[src/rtl/cpu_fetch_unit.sv]
// Instruction fetch stage: issues sequential 16-bit reads, redirects on branches,
// and parks one returning instruction in a skid register while decode is stalled.
module cpu_fetch_unit (
   input  logic        clk,
   input  logic        reset,
   input  logic        i_stall,
   input  logic        i_br_en,
   input  logic [15:0] i_br_pc,
   output logic [15:0] o_imem_addr,
   output logic        o_imem_rd,
   input  logic [15:0] i_imem_rddata,
   output logic [15:0] o_ir,
   output logic [15:0] o_pc,
   output logic        o_valid
);

   // RUN means a read is in flight; HOLD means the skid register is occupied.
   // The two never coexist, because a read only issues when decode is not stalled.
   typedef enum logic [1:0] {
      IDLE = 2'd0,
      RUN  = 2'd1,
      HOLD = 2'd2
   } state_t;

   state_t      state_r;
   logic [15:0] pc_r;
   logic [15:0] inflight_pc_r;
   logic [15:0] skid_ir_r;
   logic [15:0] skid_pc_r;
   logic        issue_s;

   assign issue_s     = ~reset & ~i_br_en & ~i_stall;
   assign o_imem_rd   = issue_s;
   assign o_imem_addr = pc_r;

   // Fetch FSM: PC sequencing, in-flight tracking, skid buffer and decode-facing registers
   always_ff @(posedge clk or posedge reset) begin
      if (reset) begin
         state_r       <= IDLE;
         pc_r          <= 16'h0000;
         inflight_pc_r <= 16'h0000;
         skid_ir_r     <= 16'h0000;
         skid_pc_r     <= 16'h0000;
         o_ir          <= 16'h0000;
         o_pc          <= 16'h0000;
         o_valid       <= 1'b0;
      end else if (i_br_en) begin
         // Branch wins over stall: drop in-flight and parked work, refetch from target
         pc_r    <= {i_br_pc[15:1], 1'b0};
         o_valid <= 1'b0;
         state_r <= IDLE;
      end else if (i_stall) begin
         case (state_r)
            RUN: begin
               skid_ir_r <= i_imem_rddata;
               skid_pc_r <= inflight_pc_r;
               state_r   <= HOLD;
            end
            IDLE:    state_r <= IDLE;
            HOLD:    state_r <= HOLD;
            default: state_r <= IDLE;
         endcase
      end else begin
         pc_r          <= pc_r + 16'd2;
         inflight_pc_r <= pc_r;
         state_r       <= RUN;
         case (state_r)
            HOLD: begin
               o_ir    <= skid_ir_r;
               o_pc    <= skid_pc_r;
               o_valid <= 1'b1;
            end
            RUN: begin
               o_ir    <= i_imem_rddata;
               o_pc    <= inflight_pc_r;
               o_valid <= 1'b1;
            end
            default: o_valid <= 1'b0;
         endcase
      end
   end

endmodule

[config.mk]
export PLATFORM = sky130hd
export DESIGN_NAME = cpu_fetch_unit
export DESIGN_NICKNAME = d
export VERILOG_FILES = /design/src/rtl/cpu_fetch_unit.sv
export SDC_FILE = /design/constraint.sdc
export NUM_CORES = 1
export LEC_CHECK = 0
export ABC_AREA = 1
export BUFFER_PORTS_ARGS = -buffer_cell sky130_fd_sc_hd__buf_2
export CAP_MARGIN = 20
export CELL_PAD_IN_SITES_DETAIL_PLACEMENT = 1
export CELL_PAD_IN_SITES_GLOBAL_PLACEMENT = 1
export CORE_ASPECT_RATIO = 1.5
export CORE_MARGIN = 2
export CORE_UTILIZATION = 45
export DETAILED_ROUTE_END_ITERATION = 10
export HOLD_SLACK_MARGIN = 0.08
export PLACE_DENSITY = 0.9
export SYNTH_ARGS = -nofsm -noshare
export SYNTH_HDL_FRONTEND = slang
export SYNTH_SLANG_ARGS = --single-unit
[constraint.sdc]
create_clock -name clk -period 6.1 [get_ports clk]
set_input_delay 0.61 -clock clk [delete_from_list [all_inputs] [get_ports clk]]
set_output_delay 0.61 -clock clk [all_outputs]
set_load 0.1 [all_outputs]
* Word level (Yosys, flattened, before mapping)
Cells that the tools add are included.
** Operators by class
- Multiplexer cells :: 10
- Bitwise operators :: 5
- Add/sub/neg operators :: 1
- Order comparisons :: 0
- Divide/modulo/power cells :: 0
- Reductions and logical operators :: 5
- Shift-type cells :: 0
- Multipliers :: 0
- Equality and inequality tests :: 3
** Operators by type and width (count)
- $pmux W16 S2 :: 2
- $mux W16 :: 2
- $add A16 B2 Y16 const B :: 1
- $mux W2 :: 3
- $reduce_and A3 Y1 :: 2
- $mux W1 :: 3
- $not A1 Y1 :: 3
- $and A1 B1 Y1 :: 2
- $eq A2 B1 Y1 const B :: 1
- $eq A2 B2 Y1 const B :: 1
- $ne A2 B1 Y1 const B :: 1
- $reduce_and A2 Y1 :: 1
- $reduce_bool A2 Y1 :: 1
- $reduce_or A2 Y1 :: 1
** Storage, ports and cells
- Memories :: 0
- Latch bits :: 0
- Bits in read-only memories :: 0
- Register bits :: 99
- RAM bits :: 0
- Word-level logic and storage cells :: 32
- Bits of input ports :: 36
- Output and inout port bits :: 50

* Depth between registers and ports, before layout
Gate-level depths: netlist of run 1.
- Depth in word-level cells :: 5
- Depth in mapped cells :: 8
- Mapped depth without buffers :: 7

* Least setup slack after synthesis of run 1
Ideal clock, no wire load.
- Path type :: input port to output port
- Start point :: in i_br_en
- End point :: out o_imem_rd
- Stages on the path :: 5
- Buffers on the path :: 2
- Path slack :: 3.181 ns
- Arrival time :: 2.309 ns
- Data required time :: 5.490 ns
- Cells stage by stage :: buf_6 inv_6 nand2_4 buf_4 nor2_1
** On the way
- Cells in the longest elaborated chain, start to end :: 3
** RTL lines
- start: declaration :: RTL line 7 : input logic i_br_en,
- $not A1 Y1 (no source line)
- $and A1 B1 Y1 (2 in a row) :: RTL line 32 : assign issue_s = ~reset & ~i_br_en & ~i_stall;
- end: declaration :: RTL line 10 : output logic o_imem_rd,
No other way between the ends.

* Worst setup path in the final report of run 1
Ends and elaborated chain as after synthesis.

==> results of run 1 <==
==> sequential cells by signal (all words and copies together) (netlist names) <==
register and flops:
o_valid 1, o_pc 15, state_r 2, inflight_pc_r 15, skid_ir_r 16, o_ir 16, o_imem_addr 15, skid_pc_r 15
==> power by group through the flow <==
stage	Sequential (mW)	Combinational, mW	Clock, mW
floorplan	1.36	0.251	0
global placement	0.840	0.892	0
detailed placement	0.850	0.916	0
CTS	0.841	0.921	0.529
global route	0.857	0.963	0.549
finish	0.841	0.913	0.513
==> through the flow <==
step | instance area [sq um] | total power [mW] | setup WS (ps) | util (%)
CTS | 5170 | 2.29 | 3530 | 51.6
global placement | 4910 | 1.73 | 3740 | 49.0
finish | 5190 | 2.27 | 3730 | 51.8
detailed placement | 4910 | 1.77 | 3600 | 49.0
floorplan | 4570 | 1.61 | 3010 | -
global route | 5190 | 2.37 | 3620 | 51.8
==> critical path, stage by stage <==
cell and delay, ps:
buf_2 230, inv_6 130, nand2_4 200, nor2_1 140
buf_2 440
==> metal layers <==
metal / vias to the layer above / part of all wire (%)
li1: 1780 / -
met1: 1726 / 42
met2: 77 / 53
met3: 18 / 2.8
met4: 0 / 2.4
met5: - / 0
==> placed cells by master (no fill, tap or decap), types with 11 or more instances in the layout <==
cell,netlist,final
a21oi_1,11,11
nor2_1,28,28
dfrtp_1,95,95
nand2_1,138,138
buf_2,5,82
o21ai_0,47,47
o21ai_2,48,48
nand3_1,23,23
o21ai_1,14,14
inv_1,48,47
==> worst max path at each step <==
stage | from | to | cells past startpoint
after global routing | i_br_en | o_imem_rd | 5
final | i_br_en | o_imem_rd | 5
after CTS | state_r[1] | skid_pc_r[3] | 5
after floorplan | reset | inflight_pc_r[10] | 1
after detailed placement | state_r[1] | skid_pc_r[3] | 5
after global placement | state_r[1] | skid_ir_r[4] | 5
==> cell families after synthesis <==
kind of cell | after synthesis
and+or+nand+nor | 212
AOI/OAI and AO/OA | 123
DFF | 95
buffers and inverters | 80
adders and majority gates | 2
other | 1
==> cell type report <==
type,instances,area [sq um],area share [%]
timing repair buffer,85,445,8.58
multi-input combinational,339,1750,33.7
clock buffer,13,260,5.01
clock inverter,1,5.00,0.0964
inverter,52,210,4.05
tap,117,146,2.82
sequential,95,2380,45.8
==> summary.txt, run 1 <==
Power and ir drop
  • Logic pwr share: 40.3%
  • Pint: 1.22 mW
  • Cell Pwr Density: 436 nW/um^2
  • Switching portion of total power: 46.2%
  • Leakage: 2.62 nW
  • Sw Pwr: 1.05 mW
  • Clock power frac: 22.6%
  • Sequential share of power: 37.1%
  • Worst vdd ir: 125 uV

Clock tree
  • Post-cts repair resize count: 0
  • CTS root buffer: clkbuf_16
  • Clock Path Buffers: 2
  • Clock Sinks: 95
  • Post-CTS Hold Buffers: 0
  • CTS tree: yes
  • Setup Fix Bufs, Post-CTS: 0
  • Clock Latency Late Sink: 330 ps
  • H-tree levels: 3
  • Clock slew at reported path FFs: 60 ps
  • CTS buffer count: 9

STA
  • Worst relative slew slack: 38.6%
  • F_max: 422 MHz
  • Final setup vio count: 0
  • Final Skew: 8.33 ps
  • Final hold slack: 252 ps
  • Slew @ Worst Pin: 921 ps
  • TNS Setup: 0 ps
  • Final worst-path cycle share: 38.9%
  • Final Critical Period: 2370 ps
  • Final hold violation count: 0
  • Slew Viols, Final: 0
  • RSZ-0062 raised after global routing: no

GRT
  • All-Layer GR Usage: 20.6%
  • Pin count of the biggest net entering global routing: 72
  • Top Usage Layer GRT: met2
  • Met1 Resource Use GR: 25.2%
  • Vias in the first global route: 3765
  • Total gr overflow: 0
  • Met3 usage: 3.04%
  • First-pass GRT wire length: 17900 um
  • Met2 Use GR: 35.9%
  • Antenna violations before repair: 0

Worst setup path
  • CP startpoint kind: primary input
  • Crit Path Max Fanout: 26
  • Crit Path Category: in -> out
  • Worst r2r path cells: 5
  • R2r endpoint: skid_pc_r[3]
  • Data required, critical path: 5490 ps
  • Critical Path AT: 1760 ps
  • Worst setup EP type: output port
  • R2R setup slack: 4310 ps
  • FF-to-FF Start: state_r[1]

Yosys
  • Seq/Total Area, Yosys: 52.0%
  • Async set or reset register ratio after synthesis: 100%
  • Adder-Cell Fraction of Synth Area: 0.548%
  • Synth Area in Simple Gates: 19.9%
  • Ys flop type: dfrtp_1
  • Cell variety after synth: 27
  • Area leader, netlist: dfrtp_1
  • Gate Count Post-Synth: 513
  • Synth Warn #: 0
  • Post-synthesis compound-gate area fraction: 17.6%
  • Top cells by count, synth: nand2_1 (138), dfrtp_1 (95), inv_1 (48), o21ai_2 (48), o21ai_0 (47)
  • Count leader, synth: nand2_1
  • Top cell type's share of synthesized area: 52.0%
  • Mean area per synthesized cell: 8.91 sq um
  • Mapped Area: 4570 sq um
  • Number of synthesized register bits: 95
  • Multiplexer share of the synthesized area: 0%
  • Number of synthesized flops with an enable pin: 0
  • Combinational family with the most area after synthesis: simple AND/OR/NAND/NOR gates
  • XOR/XNOR Fraction of Synth Area: 0%
  • Synth area leaders: dfrtp_1 (52%), nand2_1 (11%), o21ai_2 (9.2%)

Outcome
  • Outcome: completed

Routing
  • Post-Route WL: 10800 um
  • Via density per instance: 5.13
  • Post-route ant nets: 0
  • DRC: 0
  • Pre-Repair DR Iteration Count: 4
  • Initial drt markers: 198
  • Via count: 3601
  • Routed len/inst: 15.5 um

Finish
  • # diodes: 0
  • Finished Layout Cells: 702
  • Layout fillers: 1244
  • Layout Area Growth over Synthesis: 13.7%
  • Layout Nets: 620
  • Layout cells sized above 1: 28.2%

Placed design
  • DP HPWL: 7250 um
  • Placed cells: 687
  • Gpl congestion: 0.834
  • Port Buffers: 82

Floorplan
  • Top Ports: 86
  • Die Area: 11000 sq um
  • Row count: 45
  • Initial Util: 45.6%
  • Die width: 86.3 um
  • Die Height: 127 um
  • Core region area: 10000 sq um

Min path
  • Min-delay worst type: in -> async

Run
  • MaxCap Viol Count: 0
(Power assumes the default switching activity.)
==> inputs of run 2 (changes only) <==
--- a/config.mk
+++ b/config.mk
@@ -12,10 +12,10 @@
 export CELL_PAD_IN_SITES_GLOBAL_PLACEMENT = 1
 export CORE_ASPECT_RATIO = 1.5
 export CORE_MARGIN = 2
-export CORE_UTILIZATION = 45
+export CORE_UTILIZATION = 42
 export DETAILED_ROUTE_END_ITERATION = 10
 export HOLD_SLACK_MARGIN = 0.08
-export PLACE_DENSITY = 0.9
+export PLACE_DENSITY = 0.85
 export SYNTH_ARGS = -nofsm -noshare
 export SYNTH_HDL_FRONTEND = slang
 export SYNTH_SLANG_ARGS = --single-unit
==> constraint.sdc (replaced) <==
create_clock -name clk -period 2.2 [get_ports clk]
set_input_delay 0.22 -clock clk [delete_from_list [all_inputs] [get_ports clk]]
set_output_delay 0.22 -clock clk [all_outputs]
set_load 0.1 [all_outputs]
==> summary.txt, run 2 (synthesis gave the netlist of run 1 again) <==
Outcome
  • Outcome: completed

Worst setup path
  • Critical Path AT: 1870 ps
  • Cells along the critical path: inv_1 -> ha_2 -> buf_4 -> nand2_1 -> o21ai_0 -> o21ai_2
  • CP startpoint kind: register
  • Worst setup EP type: register
  • Max stage delay cell, worst path: buf_4
  • Largest stage delay, worst path: 490 ps
  • Crit Path Max Fanout: 62
  • Buffers plus inverters on the worst setup path: 2
  • Crit path max-delay family: buffers and inverters
  • Data required, critical path: 2410 ps
  • Crit Path Category: reg -> reg

Placed design
  • Port Buffers: 82
  • DP HPWL: 7710 um
  • Gpl congestion: 0.823
  • Dpl cell area: 5010 sq um

Floorplan
  • Initial Util: 43.1%
  • Die Height: 132 um
  • Die Area: 11700 sq um
  • Top Ports: 86
  • Core region area: 10600 sq um
  • Die width: 89.2 um
  • Row count: 46

Finish
  • Layout Nets: 626
  • Layout Area Growth over Synthesis: 16.7%
  • Top flop regs: o_ir: 16 flops, skid_ir_r: 16 flops
  • Commonest non-fill, non-tap cell in the layout: nand2_1
  • Commonest cells after routing, fill and taps aside: nand2_1 (138), dfrtp_1 (95), buf_2 (82), o21ai_2 (48)
  • Layout cells sized above 1: 29.2%
  • # diodes: 0
  • Post-route cell area: 5330 sq um

Routing
  • Routed len/inst: 14.7 um
  • Post-route ant nets: 0
  • Via count: 3684
  • Initial drt markers: 116
  • Pre-Repair DR Iteration Count: 4
  • DRC: 0
  • Via density per instance: 5.00
  • Post-Route WL: 10900 um

Clock tree
  • Post-cts repair resize count: 0
  • Setup Fix Bufs, Post-CTS: 0
  • Clock slew at reported path FFs: 60 ps
  • CTS buffer count: 9
  • H-tree levels: 3
  • CTS root buffer: clkbuf_16
  • Post-CTS Hold Buffers: 1
  • Clock Sinks: 95
  • Clock Path Buffers: 2
  • Clock Latency Late Sink: 340 ps
  • CTS tree: yes

GRT
  • Top Usage Layer GRT: met2
  • Antenna violations before repair: 0
  • All-Layer GR Usage: 19.7%
  • Total gr overflow: 0
  • First-pass GRT wire length: 18500 um
  • Met1 Resource Use GR: 23.7%
  • Vias in the first global route: 3962
  • Met2 Use GR: 34.9%
  • Pin count of the biggest net entering global routing: 64
  • Met3 usage: 1.57%

Power and ir drop
  • Worst vdd ir: 368 uV
  • Total chip power: 6.48 mW
  • Cell Pwr Density: 1220 nW/um^2
  • Leakage: 2.68 nW

STA
  • Final hold violation count: 0
  • Worst relative slew slack: 62.4%
  • RSZ-0062 raised after global routing: no
  • Final Skew: 6.15 ps
  • F_max: 603 MHz
  • TNS Setup: 0 ps
  • Final Critical Period: 1660 ps
  • Slew @ Worst Pin: 564 ps
  • Final hold slack: 103 ps
  • Slew Viols, Final: 0
  • Final worst-path cycle share: 75.4%
  • Final setup vio count: 0

Run
  • MaxCap Viol Count: 0

Min path
  • Min-delay worst type: in -> reg
==> run 2: final cells by class <==
class,instances,area [sq um]
Fill cell,1332,5260
Sequential cell,95,2380
Clock buffer,13,270
Multi-Input combinational cell,339,1750
Timing Repair Buffer,91,505
Tap cell,144,180
Inverter,52,211
Clock inverter,3,40.0
==> run 2: power by group <==
| group | total (mW) | internal (mW) | switching, mW |
|---|---|---|---|
| Sequential | 2.33 | 2.11 | 0.214 |
| Clock | 1.61 | 0.971 | 0.640 |
| Combinational | 2.54 | 0.456 | 2.09 |
| Total | 6.48 | 3.54 | 2.94 |
==> run 2: routing by layer <==
layer / vias up / part of all wire (%)
li1: 1785 / -
met1: 1813 / 41
met2: 67 / 53
met3: 19 / 2.6
met4: 0 / 2.9
met5: - / 0
==> run 2: tightest hold or removal path: stages <==
cell and delay, ps:
buf_2 70, nand2_1 40, nand3_1 70
==> run 2: path summary, 6_finish.rpt <==
kind | depth (start not counted) | from | end | slack [ps]
worst min register to register | 2 | o_ir[7] | o_ir[7] | 470
worst min-delay path | 3 | i_br_pc[2] | o_imem_addr[2] | 100
worst max-delay path | 6 | state_r[1] | o_pc[9] | 540
max in group asynchronous | 4 | reset | o_ir[4] | 1120
worst max register to register | 6 | state_r[1] | o_pc[9] | 540
min in group asynchronous | 3 | reset | inflight_pc_r[11] | 490
==> run 2: metrics by stage <==
stage | setup slack (ps) | utilization, % | cells
3_3_place_gp | 506 | 47.3 | 720
6_report | 541 | 50.4 | 737
3_5_place_dp | 422 | 47.3 | 720
2_1_floorplan | 61.4 | - | 514
5_1_grt | 399 | 50.4 | 737
4_1_cts | 505 | 50.4 | 737
